**config.mk**
```make
export PLATFORM = sky130hd
export DESIGN_NAME = memport_req_queue
export DESIGN_NICKNAME = d
export VERILOG_FILES = /design/src/rtl/memport_req_queue.sv
export SDC_FILE = /design/constraint.sdc
export NUM_CORES = 1
export LEC_CHECK = 0
export ABC_AREA = 1
export BUFFER_PORTS_ARGS = -buffer_cell sky130_fd_sc_hd__buf_4
export CORE_AREA = 2 2 158 160
export CTS_CLUSTER_DIAMETER = 40
export DETAILED_ROUTE_END_ITERATION = 12
export DIE_AREA = 0 0 160 162
export GPL_TIMING_DRIVEN = 0
export PLACE_DENSITY_LB_ADDON = 0.2
export SYNTH_ARGS = -nofsm -noshare
export SYNTH_HDL_FRONTEND = slang
export SYNTH_SLANG_ARGS = --single-unit
```
**constraint.sdc**
```tcl
create_clock -name CGRA_Clock -period 4.2 [get_ports CGRA_Clock]
set_input_delay 1.05 -clock CGRA_Clock [delete_from_list [all_inputs] [get_ports CGRA_Clock]]
set_output_delay 1.05 -clock CGRA_Clock [all_outputs]
set_load 0.02 [all_outputs]
```
**src/rtl/memport_req_queue.sv**
```systemverilog
`default_nettype none
// ============================================================================
//  Module      : memport_req_queue
//  Description : Request queue behind the 32b CGRA memory port. It captures
//                the port's per-cycle request into an in-order FIFO and
//                issues it over a valid/ready channel. It also counts
//                outstanding reads and keeps the most recent read data.
//  Revision    : 1.0  initial release
// ============================================================================
module memport_req_queue #(
    parameter int DATA_WIDTH = 32,
    parameter int ADDR_WIDTH = 32,
    parameter int DEPTH      = 4,
    parameter int MAX_RD     = 4
) (
    input  logic                  CGRA_Clock,
    input  logic                  CGRA_Reset,
    input  logic                  enable,
    input  logic                  write_rq,
    input  logic [ADDR_WIDTH-1:0] addr,
    input  logic [DATA_WIDTH-1:0] to_mem,
    output logic [DATA_WIDTH-1:0] from_mem,
    output logic                  stall,
    output logic                  busy,
    output logic                  overflow,
    output logic                  resp_err,
    output logic                  mem_req_valid,
    input  logic                  mem_req_ready,
    output logic                  mem_req_we,
    output logic [ADDR_WIDTH-1:0] mem_req_addr,
    output logic [DATA_WIDTH-1:0] mem_req_wdata,
    input  logic                  mem_resp_valid,
    input  logic [DATA_WIDTH-1:0] mem_resp_rdata
);

    localparam int PTR_W = $clog2(DEPTH);
    localparam int CNT_W = $clog2(DEPTH + 1);
    localparam int RD_W  = $clog2(MAX_RD + 1);

    localparam logic [CNT_W-1:0] C_FULL_CNT = CNT_W'(DEPTH);
    localparam logic [RD_W-1:0]  C_RD_MAX   = RD_W'(MAX_RD);

    // FIFO storage; contents are only observed while count_q is non-zero
    logic                  fifo_we_q    [DEPTH];
    logic [ADDR_WIDTH-1:0] fifo_addr_q  [DEPTH];
    logic [DATA_WIDTH-1:0] fifo_wdata_q [DEPTH];

    logic [PTR_W-1:0]      wr_ptr_q, wr_ptr_d;
    logic [PTR_W-1:0]      rd_ptr_q, rd_ptr_d;
    logic [CNT_W-1:0]      count_q, count_d;
    logic [RD_W-1:0]       rd_out_q, rd_out_d;
    logic [DATA_WIDTH-1:0] from_mem_q, from_mem_d;
    logic                  overflow_q, overflow_d;
    logic                  resp_err_q, resp_err_d;

    logic not_empty;
    logic head_is_read;
    logic do_enq;
    logic do_deq;
    logic rd_issue;
    logic resp_ok;

    // Handshake qualifiers; the read limit uses the registered rd_out_q, so a
    // response freeing a slot only unblocks a read head on the next cycle
    always_comb begin
        not_empty     = (count_q != '0);
        head_is_read  = !fifo_we_q[rd_ptr_q];
        stall         = (count_q == C_FULL_CNT);
        mem_req_valid = not_empty && !(head_is_read && (rd_out_q == C_RD_MAX));
        do_enq        = enable && !stall;
        do_deq        = mem_req_valid && mem_req_ready;
        rd_issue      = do_deq && head_is_read;
        resp_ok       = mem_resp_valid && (rd_out_q != '0);
    end

    // Next-state for pointers, occupancy, read tracking and sticky flags
    always_comb begin
        wr_ptr_d   = do_enq ? wr_ptr_q + PTR_W'(1) : wr_ptr_q;
        rd_ptr_d   = do_deq ? rd_ptr_q + PTR_W'(1) : rd_ptr_q;
        count_d    = count_q;
        if (do_enq && !do_deq) begin
            count_d = count_q + CNT_W'(1);
        end else if (!do_enq && do_deq) begin
            count_d = count_q - CNT_W'(1);
        end
        rd_out_d   = rd_out_q;
        if (rd_issue && !resp_ok) begin
            rd_out_d = rd_out_q + RD_W'(1);
        end else if (!rd_issue && resp_ok) begin
            rd_out_d = rd_out_q - RD_W'(1);
        end
        from_mem_d = resp_ok ? mem_resp_rdata : from_mem_q;
        overflow_d = overflow_q || (enable && stall);
        resp_err_d = resp_err_q || (mem_resp_valid && (rd_out_q == '0));
    end

    // Control state register with asynchronous active-low reset
    always_ff @(posedge CGRA_Clock or negedge CGRA_Reset) begin
        if (!CGRA_Reset) begin
            wr_ptr_q   <= '0;
            rd_ptr_q   <= '0;
            count_q    <= '0;
            rd_out_q   <= '0;
            from_mem_q <= '0;
            overflow_q <= 1'b0;
            resp_err_q <= 1'b0;
        end else begin
            wr_ptr_q   <= wr_ptr_d;
            rd_ptr_q   <= rd_ptr_d;
            count_q    <= count_d;
            rd_out_q   <= rd_out_d;
            from_mem_q <= from_mem_d;
            overflow_q <= overflow_d;
            resp_err_q <= resp_err_d;
        end
    end

    // Request capture into the slot addressed by the write pointer
    always_ff @(posedge CGRA_Clock) begin
        if (do_enq) begin
            fifo_we_q[wr_ptr_q]    <= write_rq;
            fifo_addr_q[wr_ptr_q]  <= addr;
            fifo_wdata_q[wr_ptr_q] <= to_mem;
        end
    end

    // Head entry falls through to the request channel; zero when empty
    always_comb begin
        mem_req_we    = 1'b0;
        mem_req_addr  = '0;
        mem_req_wdata = '0;
        if (not_empty) begin
            mem_req_we    = fifo_we_q[rd_ptr_q];
            mem_req_addr  = fifo_addr_q[rd_ptr_q];
            mem_req_wdata = fifo_wdata_q[rd_ptr_q];
        end
        from_mem = from_mem_q;
        overflow = overflow_q;
        resp_err = resp_err_q;
        busy     = not_empty || (rd_out_q != '0);
    end

endmodule
`default_nettype wire

```
# Yosys cells after proc, flatten, opt, wreduce, memory -nomap -nowiden
# Memories as Yosys holds them, arrays and structs flattened.
# Cells that the tools add are included.
# op_classes
add_sub_neg	6
multipliers	0
div	0
n_lt_le_gt_ge	0
eq_ne	2
n_shift	0
muxes	9
n_bitwise	0
reduce_logical	27
# ops
cell	n
$mux 32	2
$logic_and 1x1->1	12
$mux 3	4
$logic_not 1->1	7
$add 3x1->3 const B	2
$eq 3x3->1 const B	2
$reduce_bool 3->1	2
$sub 3x1->3 const B	2
$add 2x1->2 const B	2
$reduce_bool 2->1	2
$logic_not 3->1	1
$logic_or 1x1->1	3
$mux 1	3
# totals
ff_bits	44
latchBits	0
ramBits	260
romBits	0
input_bits	102
out_inout_bits	102
n_memories	3
# memory_table
name	words	width	read_ports	rd_ports_with_merged_regs	wr	line	source
fifo_addr_q	4	32	1	0	1	45	logic [ADDR_WIDTH-1:0] fifo_addr_q [DEPTH];
fifo_wdata_q	4	32	1	0	1	46	logic [DATA_WIDTH-1:0] fifo_wdata_q [DEPTH];
fifo_we_q	4	1	1	0	1	44	logic fifo_we_q [DEPTH];

# Longest topological paths before layout
# Gate-level depths: netlist of the first run.
# An unclocked memory read counts as a cell.
# depth
word_depth	11
mapped_depth	15
mapped_depth_nobuf	13

# Worst setup path before layout of the first run
# No wires, ideal clock.
# synth_timing
path_kind	input-to-reg
startpoint	in enable
endpoint	mem fifo_addr_q[0][0] (enable)
arrival_time_ns	3.908
t_required_ns	3.711
slack_ns	-0.197
stages	2
path_buffers	0
cell_sequence	nand2_1 nor2_1
# synth_between
elab_chain_len	3
# synth_lines
item	line	source
start: declaration	18	input logic enable,
$logic_and 1x1->1	70	do_enq = enable && !stall;
$mux 1	120	if (do_enq) begin
$mux 1 (implied by the code)	122	fifo_addr_q[wr_ptr_q] <= addr;
end: declaration	45	
# Every way passes these cells.

# Final worst setup path of the first run
# layout_timing
startpoint	reg rd_ptr_q[0]
endpoint	out mem_req_addr[3]
# layout_between
elab_chain_len	2
# layout_lines
item	line	source
start: declaration	49	logic [PTR_W-1:0] rd_ptr_q, rd_ptr_d;
start signal: assignment	109	rd_ptr_q <= rd_ptr_d;
$mem_v2 4x32	n/a	
$mux 32	132	if (not_empty) begin
end: declaration	30	output logic [ADDR_WIDTH-1:0] mem_req_addr,
# Every way passes these cells.

==> results of run 1 <==
sequential cells by signal, indices dropped and copies added, names as in the netlist:
| name | cells |
|---|---|
| from_mem | 32 |
| count_q | 3 |
| wr_ptr_q | 2 |
| fifo_we_q | 4 |
| rd_out_q | 3 |
| rd_ptr_q | 2 |
| resp_err | 1 |
| fifo_addr_q | 128 |
| fifo_wdata_q | 128 |
| overflow | 1 |
synthesized netlist by cell type:
| library cell | number |
|---|---|
| xor2_1 | 3 |
| buf_2 | 20 |
| nand4_1 | 3 |
| dfrtp_1 | 44 |
| edfxtp_1 | 260 |
| inv_1 | 17 |
| nand3_1 | 5 |
| a21oi_1 | 67 |
| nor2_1 | 264 |
| nand2_1 | 14 |
| ha_1 | 6 |
| buf_4 | 11 |
| clkbuf_2 | 7 |
| nand2_2 | 3 |
| inv_4 | 1 |
| o21ai_1 | 79 |
| a31o_2 | 1 |
| nor2_2 | 1 |
| inv_2 | 1 |
| o21ai_0 | 51 |
| xnor2_1 | 2 |
| buf_6 | 7 |
| a21o_1 | 1 |
| fa_1 | 2 |
| clkbuf_1 | 8 |
| nor3_1 | 1 |
| mux2_2 | 33 |
| nand3_2 | 2 |
stage by stage:
stage               setup TNS, ns  utilization, %
floorplan                  -51.10               -
global placement          -636.16            57.7
detailed placement              0            58.6
CTS                             0            64.3
global route                    0            64.3
finish                          0            64.3
cell families (layout without fill, tap and decap cells):
family	after synthesis	count (layout)	synth area share [%]
flip-flops	304	304	74.4
AND/OR/NAND/NOR	293	293	9.49
AO/OA/AOI/OAI	199	199	8.37
buffers and inverters	72	358	3.34
multiplexers	33	33	3.10
adder cells (fa/ha/maj)	8	8	0.961
XOR/XNOR	5	5	0.366
worst max-delay path, cell delays in order, from the launching register on:
cell and delay, ns:
dfrtp_1 0.39, buf_6 0.15, inv_4 0.07, clkbuf_1 0.43, o21ai_0 0.20, a21oi_1 0.29, buf_4 0.20
cells in the final DEF, fill, tap and decap left out, drive strengths merged, types with 6 or more instances in the layout:
cell    Yosys  routed
nor2      265     265
edfxtp    260     260
buf        38     249
o21ai     130     130
a21oi      67      67
clkbuf     15      65
dfrtp      44      44
mux2       33      33
inv        19      23
nand2      17      17
clkinv      0      13
nand3       7       7
ha          6       6
cell type report:
cell class | instances | area [sq um]
clock buffers | 50 | 1110
well taps | 324 | 405
inverters | 19 | 73.8
multi-input cells | 538 | 2700
clock inverters | 25 | 263
plain buffers | 53 | 327
flip-flops and latches | 304 | 8910
repair buffers | 211 | 1710
fillers | 1877 | 8610
final timing paths:
check	start	to	slack (ns)
hold reg to reg	overflow	overflow	0.45
hold / removal	overflow	overflow	0.45
setup reg to reg	rd_ptr_q[0]	rd_out_q[2]	1.77
setup / recovery	rd_ptr_q[0]	mem_req_addr[3]	0.90
max in group asynchronous	CGRA_Reset	rd_out_q[2]	3.29
min in group asynchronous	CGRA_Reset	from_mem[10]	0.53
per-layer routing:
metal	global-route usage [%]	part of all wire, %	vias to the layer above
met5	0	0	-
met1	26.7	42	3802
met3	3.96	5.7	53
met2	35.5	50	240
li1	-	-	3750
met4	8.68	2.9	0
power by group through the flow:
stage | combinational (mW) | clock [mW] | sequential, mW
6_report | 5.11 | 3.42 | 4.18
5_1_grt | 5.55 | 3.59 | 4.24
4_1_cts | 5.18 | 3.46 | 4.18
3_5_place_dp | 5.15 | 0 | 4.24
3_3_place_gp | 4.95 | 0 | 4.32
2_1_floorplan | 2.89 | 0 | 4.40
==> out/metrics.yaml, run 1 <==
pwr:
  vdd_drop_max_uv: 460
  switching_share_pct: 36.6
  p_sw_mw: 4.65
  pwr-share-comb_pct: 40.2
  cellPowerDensity_nw_per_um2: 821
  p_clk_share_pct: 26.9
  intPower_mw: 8.06
  power_mw: 12.7
  seq_power_share_pct: 32.9
  p_leak_nw: 5.94
cts:
  cts_tree: "built"
  path_clk_slew_ns: 0.05
  max-clock-path-buffers: 3
  cts_setup_buffers: 0
  ctsHoldBuffers: 0
  cts_sinks: 304
  clkLatencyLatePin_ns: 0.53
  clockRootBuffer: "clkbuf_16"
  cts_made_buffers: 41
  ctsHtreeMaxLevel: 2
  cts.repair.resized: 0
setup_path:
  r2r_cells: 15
  crit_path_max_fanout: 10
  endpoint_kind: "primary output"
  arrival_ns: 2.25
  crit_type: "flop to primary output"
  start_kind: "flop"
  critPathRequiredTime_ns: 3.15
floorplanning:
  coreArea_sq_um: 24100
  die_w_um: 160
  initial_core_util_pct: 49.7
  row_count: 57
  die_area_sq_um: 25900
  io_pins: 204
  chipHeight_um: 162
synthesis:
  yosys_warnings: 0
  ys_types: 28
  ys_ff_latch: 304
  syn_inst: 914
  yosysSeqAreaShare_pct: 74.4
  synth.net_count: 1024
  netlist_area_sq_um: 12000
  ys_top_cells_by_area: "edfxtp_1 65%, dfrtp_1 9.2%, nor2_1 8.3%, o21ai_1 3.3%, mux2_2 3.1%"
  syn_avg_cell_area_sq_um: 13.1
  yosysTopAreaCell: "edfxtp_1"
  synth_top_area_share_pct: 65.2
place:
  placed_area_sq_um: 14100
  gp_congestion: 0.735
  port_buffers: 203
  dp_slack_ns: 1.25
  place_hpwl_um: 17500
  dp_cells: 1449
timing:
  min_period_ns: 3.30
  fin_crit_sh_pct: 78.5
  finalClockSkew_ns: 0.0184
  fmax_mhz: 303
  hold_viol_final: 0
  rsz0062_at_grt: "false"
  relSlewSlack_pct: 48.9
  max_slew.worst_pin.slew_ns: 0.764
  hold_slack_ns: 0.455
  setup_slack_ns: 0.904
  final_max_slew_viol_count: 0
  setup_violations: 0
global_route:
  overflow: 0
  grt_pass1_vias: 7741
  grt_use_total_pct: 20.9
  antenna_found_initial: 0
  grt_pass1_wl_um: 41700
  grt_start_max_net_pins: 45
routing:
  routedWlPerCell_um: 18.0
  vias: 7845
  drt-total-wl_um: 27500
  drt_iter0_markers: 498
  final_antenna_net_count: 0
  drc: 0
  dr.pass1.iters: 4
  via_per_inst: 5.15
finish:
  drive_gt1_share_pct: 30.5
  n_antenna_cell: 0
  final_area_sq_um: 15500
  nNetsFinal: 1278
  layout.cells.non_filler: 1524
  area_growth_syn_to_layout_pct: 29.4
min_path:
  hold_path.class: "flop to flop"
  min_path_cells: 1
flow_run:
  max-cap-violations: 0
status:
  outcome: "completed"
Power figures use the tool's default switching activity.
==> run 2, diff against run 1 <==
--- a/config.mk
+++ b/config.mk
@@ -5,12 +5,12 @@
 export SDC_FILE = /design/constraint.sdc
 export NUM_CORES = 1
 export LEC_CHECK = 0
-export ABC_AREA = 1
+export ABC_AREA = 0
 export BUFFER_PORTS_ARGS = -buffer_cell sky130_fd_sc_hd__buf_4
-export CORE_AREA = 2 2 158 160
+export CORE_AREA = 2 2 156 158
 export CTS_CLUSTER_DIAMETER = 40
 export DETAILED_ROUTE_END_ITERATION = 12
-export DIE_AREA = 0 0 160 162
+export DIE_AREA = 0 0 158 160
 export GPL_TIMING_DRIVEN = 0
 export PLACE_DENSITY_LB_ADDON = 0.2
 export SYNTH_ARGS = -nofsm -noshare
==> constraint.sdc (replaced) <==
create_clock -name CGRA_Clock -period 2.9 [get_ports CGRA_Clock]
set_input_delay 0.725 -clock CGRA_Clock [delete_from_list [all_inputs] [get_ports CGRA_Clock]]
set_output_delay 0.725 -clock CGRA_Clock [all_outputs]
set_load 0.02 [all_outputs]
==> run 2 against run 1 <==
Critical endpoint is now mem_req_addr[14]; first-iteration DRC count shrank 36%; global-route usage shrank 2.2 points; largest power group unchanged; worst setup slack lost 0.83 ns.
==> out/metrics.yaml, run 2 <==
status:
  outcome: "completed"
cts:
  cts_sinks: 304
  cts_made_buffers: 41
  clkLatencyLatePin_ns: 0.52
  cts_tree: "built"
  ctsHtreeMaxLevel: 2
  path_clk_slew_ns: 0.05
  clockRootBuffer: "clkbuf_16"
  ctsHoldBuffers: 0
  max-clock-path-buffers: 3
synthesis:
  synth.net_count: 651
  netlist_area_sq_um: 11700
  ys_ff_latch: 304
  yosysTopAreaCell: "edfxtp_1"
  synth_top_area_share_pct: 66.7
  syn_inst: 541
  yosys_warnings: 0
  yosysSeqAreaShare_pct: 76.1
  ys_top_cells_by_area: "edfxtp_1 67%, mux4_2 13%, dfrtp_1 9.4%, and2_1 3.7%, mux2_2 3.3%"
  synth.most_common_cell: "edfxtp_1"
  synth_edf_count: 260
  syn_avg_cell_area_sq_um: 21.6
  synth_common_cells: "260 x edfxtp_1, 69 x and2_1, 65 x mux4_2, 44 x dfrtp_1, 34 x mux2_2"
  async_flop_share_pct: 14.5
  ys.flop_type: "edfxtp_1"
  ys_types: 29
routing:
  drt_iter0_markers: 318
  vias: 5964
  final_antenna_net_count: 0
  drc: 0
  routedWlPerCell_um: 20.1
  via_per_inst: 5.17
  dr.pass1.iters: 5
  drt-total-wl_um: 23200
pwr:
  p_clk_share_pct: 27.0
  switching_share_pct: 31.4
  cellPowerDensity_nw_per_um2: 1160
  intPower_mw: 12.1
  p_sw_mw: 5.55
  pwr-share-comb_pct: 38.6
  p_leak_nw: 5.66
  vdd_drop_max_uv: 624
  seq_power_share_pct: 34.4
finish:
  final_util_pct: 64.2
  final_area_sq_um: 15300
  drive_gt1_share_pct: 51.3
  final_common_cell: "edfxtp_1"
  nNetsFinal: 907
  layout.cells.most_common_list: "260 x edfxtp_1, 209 x buf_4, 65 x mux4_2, 46 x and2_1"
  multi_input_area_sq_um: 2660
  fillers: 1656
  regArea_sq_um: 8910
  layout.cells.non_filler: 1153
  area_growth_syn_to_layout_pct: 30.6
  n_antenna_cell: 0
setup_path:
  crit_start: "count_q[0]"
  crit_path_max_fanout: 10
  r2r_cells: 10
  regToRegStartpoint: "rd_ptr_q[0]"
  crit_type: "flop to primary output"
  arrival_ns: 2.10
  endpoint_kind: "primary output"
  critPathRequiredTime_ns: 2.17
  start_kind: "flop"
global_route:
  grt_pass1_wl_um: 36000
  antenna_found_initial: 0
  overflow: 0
  grt_use_total_pct: 18.8
  grt_pass1_vias: 6482
  grt_start_max_net_pins: 45
floorplanning:
  die_w_um: 158
  io_pins: 204
  die_area_sq_um: 25300
  chipHeight_um: 160
  coreArea_sq_um: 23800
  row_count: 57
  initial_core_util_pct: 49.1
timing:
  hold_viol_final: 0
  relSlewSlack_pct: 63.3
  max_slew.worst_pin.slew_ns: 0.550
  setup_violations: 0
  fin_crit_sh_pct: 97.6
  finalClockSkew_ns: 0.0190
  min_period_ns: 2.83
  fmax_mhz: 353
  final_max_slew_viol_count: 0
  hold_slack_ns: 0.211
  rsz0062_at_grt: "true"
min_path:
  hold_path.class: "input port to async pin"
place:
  place_hpwl_um: 14800
  dp_cells: 1072
  port_buffers: 203
  placed_area_sq_um: 13800
  gp_congestion: 0.745
flow_run:
  max-cap-violations: 0
==> run 2: cell count changes in the layout (fill, tap and decap cells not counted), sizes merged, moves of 6 or more <==
cell,delta
a21oi,-67
nand3,-6
o21ai,-130
nand2,-16
and2,+69
buf,-19
inv,-11
mux4,+65
nor2,-260
clkbuf,-6
==> run 2: per-stage QoR <==
step / total power [mW] / TNS, ns / setup WS [ns]
final: 17.7 / 0 / 0.0705
after global routing: 18.6 / -0.306 / -0.0339
after CTS: 17.6 / -0.427 / -0.0448
after detailed placement: 12.7 / 0 / 0.180
after global placement: 12.4 / -67.52 / -0.270
after floorplan: 10.1 / 0 / 0.483
==> run 2: path summary, 6_finish.rpt <==
kind,end,slack (ns)
setup / recovery,mem_req_addr[14],0.07
hold / removal,from_mem[28],0.21
setup reg to reg,count_q[2],0.35
hold reg to reg,overflow,0.45
max in group asynchronous,count_q[0],2.28
min in group CGRA_Clock,fifo_addr_q[2][20],0.41
==> run 2: per-layer routing <==
layer  GRT usage [%]  wire [um]  up-vias
li1                -          -     2673
met1            23.5       9280     3084
met2            32.3      11900      171
met3            5.10       1570       36
met4            5.28        440        0
met5               0          0        -
==> run 2: power by group through the flow <==
stage               Combinational, mW  Sequential [mW]  Clock, mW
finish                           6.82             6.09       4.77
global placement                 6.27             6.16          0
CTS                              6.67             6.09       4.88
floorplan                        3.79             6.31          0
global route                     7.31             6.17       5.08
detailed placement               6.48             6.20          0
==> run 2: layout make-up <==
type | instances | share of cell area (%)
repair buffers | 213 | 11.2
plain buffers | 28 | 1.64
inverters | 4 | 0.0982
multi-input cells | 205 | 17.4
well taps | 324 | 2.65
clock buffers | 48 | 7.23
flip-flops and latches | 304 | 58.3
clock inverters | 27 | 1.48
==> run 2: worst max-delay path, cell delays in order (launching register included) <==
cell	delay [ns]
dfrtp_2	0.39
or3_1	0.40
buf_6	0.16
clkbuf_8	0.16
buf_4	0.18
and2_4	0.17
buf_4	0.15
==> run 2: kinds of logic (layout without fill, tap and decap cells) <==
family                     after synthesis  after routing  share of synthesized area, %
buffers and inverters                   32            320                          1.62
xor gates and xnor gates                 8              8                         0.599
muxes                                  101            101                          16.0
adders and majority gates                8              8                         0.984
AOI/OAI and AO/OA                        5              5                         0.406
DFF                                    304            304                          76.1
and+or+nand+nor                         83             83                          4.31
==> run 2: repair_timing <==
action,4_1_cts,5_1_grt
resized for setup,17,39
buffers inserted,5,1
pin swaps,0,7
setup endpoints to repair,64,59
==> run 3, diff against run 2 <==
--- a/config.mk
+++ b/config.mk
@@ -13,6 +13,7 @@
 export DIE_AREA = 0 0 158 160
 export GPL_TIMING_DRIVEN = 0
 export PLACE_DENSITY_LB_ADDON = 0.2
+export REMOVE_ABC_BUFFERS = 1
 export SYNTH_ARGS = -nofsm -noshare
 export SYNTH_HDL_FRONTEND = slang
 export SYNTH_SLANG_ARGS = --single-unit
==> run 3 against run 2 <==
Critical path type unchanged; register-to-register slack lost 0.03 ns; design area grew 0.17%; highest routed layer unchanged; core utilization grew 0.11 points; critical path depth shrank 1; cell count shrank 2.4%.
==> out/metrics.yaml, run 3 (same netlist as run 2, synthesis figures left out) <==
floorplanning:
  die_area_sq_um: 25300
  coreArea_sq_um: 23800
  row_count: 57
  initial_core_util_pct: 49.1
  die_w_um: 158
  chipHeight_um: 160
  io_pins: 204
routing:
  drt-total-wl_um: 24100
  drc: 0
  drt_iter0_markers: 319
  final_antenna_net_count: 0
  via_per_inst: 5.26
  routedWlPerCell_um: 21.4
  dr.pass1.iters: 4
  vias: 5915
global_route:
  antenna_found_initial: 0
  overflow: 0
  grt_pass1_vias: 6567
  grt_pass1_wl_um: 36300
  grt_start_max_net_pins: 59
  grt_use_total_pct: 19.0
setup_path:
  reg2reg_slack_ns: 0.32
  crit_path_max_fanout: 14
  r2r_cells: 9
  crit_type: "flop to primary output"
  regToRegStartpoint: "rd_ptr_q[0]"
  critPathRequiredTime_ns: 2.17
  worstReg2RegEnd: "count_q[2]"
  endpoint_kind: "primary output"
  arrival_ns: 2.15
  start_kind: "flop"
timing:
  finalClockSkew_ns: 0.0187
  final_max_slew_viol_count: 0
  fin_crit_sh_pct: 99.0
  relSlewSlack_pct: 64.3
  setup_violations: 0
  fmax_mhz: 348
  tns_ns: 0
  rsz0062_at_grt: "true"
  min_period_ns: 2.87
  hold_viol_final: 0
  max_slew.worst_pin.slew_ns: 0.535
cts:
  clockRootBuffer: "clkbuf_16"
  cts_sinks: 304
  cts_tree: "built"
  path_clk_slew_ns: 0.06
  ctsHoldBuffers: 0
  max-clock-path-buffers: 3
  ctsHtreeMaxLevel: 2
  cts_made_buffers: 37
  clkLatencyLatePin_ns: 0.50
finish:
  drive_gt1_share_pct: 51.6
  area_growth_syn_to_layout_pct: 30.9
  layout.cells.most_common_list: "260 x edfxtp_1, 182 x buf_4, 65 x mux4_2, 43 x and2_1, 42 x dfrtp_1"
  n_antenna_cell: 0
  fillers: 1716
  final_util_pct: 64.3
  final_common_cell: "edfxtp_1"
  nNetsFinal: 883
pwr:
  p_leak_nw: 5.64
  power_mw: 18.0
  vdd_drop_max_uv: 749
  cellPowerDensity_nw_per_um2: 1170
status:
  outcome: "completed"
place:
  port_buffers: 203
  gp_congestion: 0.708
  place_hpwl_um: 13700
min_path:
  hold_path.class: "input port to async pin"
flow_run:
  max-cap-violations: 0
-- run 3: power by group --
group | switching, mW | internal [mW]
clock | 1.77 | 2.99
combinational | 3.47 | 3.55
sequential | 0.386 | 5.81
total | 5.63 | 12.3
-- run 3: metrics by stage --
step | cell area [sq um] | hold slack [ns] | setup WS (ns) | cells
3_5_place_dp | 13700 | 0.450 | -0.350 | 1047
2_1_floorplan | 11500 | 0.429 | -1.76 | 513
4_1_cts | 15100 | 0.216 | 0.000256 | 1121
3_3_place_gp | 13500 | 0.442 | -3.09 | 1040
6_report | 15300 | 0.207 | 0.0285 | 1125
5_1_grt | 15300 | 0.241 | -0.0316 | 1125
-- run 3: area by class of cell --
cell class / count / area [sq um] / share of cell area, %
Clock buffer: 37 / 926 / 6.05
Clock inverter: 30 / 365 / 2.39
Inverter: 4 / 15.0 / 0.0980
Multi-Input combinational cell: 206 / 2690 / 17.6
Sequential cell: 304 / 8920 / 58.2
Tap cell: 324 / 405 / 2.65
Timing Repair Buffer: 220 / 1990 / 13.0
-- run 3: timing repair --
item | in CTS | in global routing
endpoints found under the setup margin | 70 | 47
resized for setup | 6 | 43
cloned | 1 | 3
pin swaps | 0 | 5
buffers inserted | 6 | 1
hold endpoints to repair | 0 | 0
-- run 3: worst max path at each step --
stage / start / end / slack, ns / depth (start not counted)
3_5_place_dp: rd_out_q[0] / rd_out_q[2] / -0.35 / 8
3_3_place_gp: rd_ptr_q[0] / count_q[2] / -3.09 / 8
4_1_cts: count_q[0] / mem_req_wdata[21] / 0.0003 / 3
2_1_floorplan: rd_ptr_q[0] / count_q[2] / -1.76 / 8
6_report: rd_ptr_q[0] / mem_req_wdata[14] / 0.03 / 5
5_1_grt: rd_ptr_q[0] / mem_req_wdata[28] / -0.03 / 5
-- run 3: per-layer routing --
| metal | vias to the layer above | part of all wire (%) | global-route usage [%] |
|---|---|---|---|
| li1 | 2622 | - | - |
| met1 | 3096 | 41 | 24.4 |
| met2 | 159 | 52 | 32.4 |
| met3 | 38 | 5.5 | 4.64 |
| met4 | 0 | 1.9 | 5.36 |
| met5 | - | 0 | 0 |
-- run 3: critical path: stages, from the launching register on --
cell and delay [ns]:
dfrtp_4 0.48, buf_12 0.14, buf_16 0.17, mux4_2 0.51, and2_1 0.18, buf_4 0.15
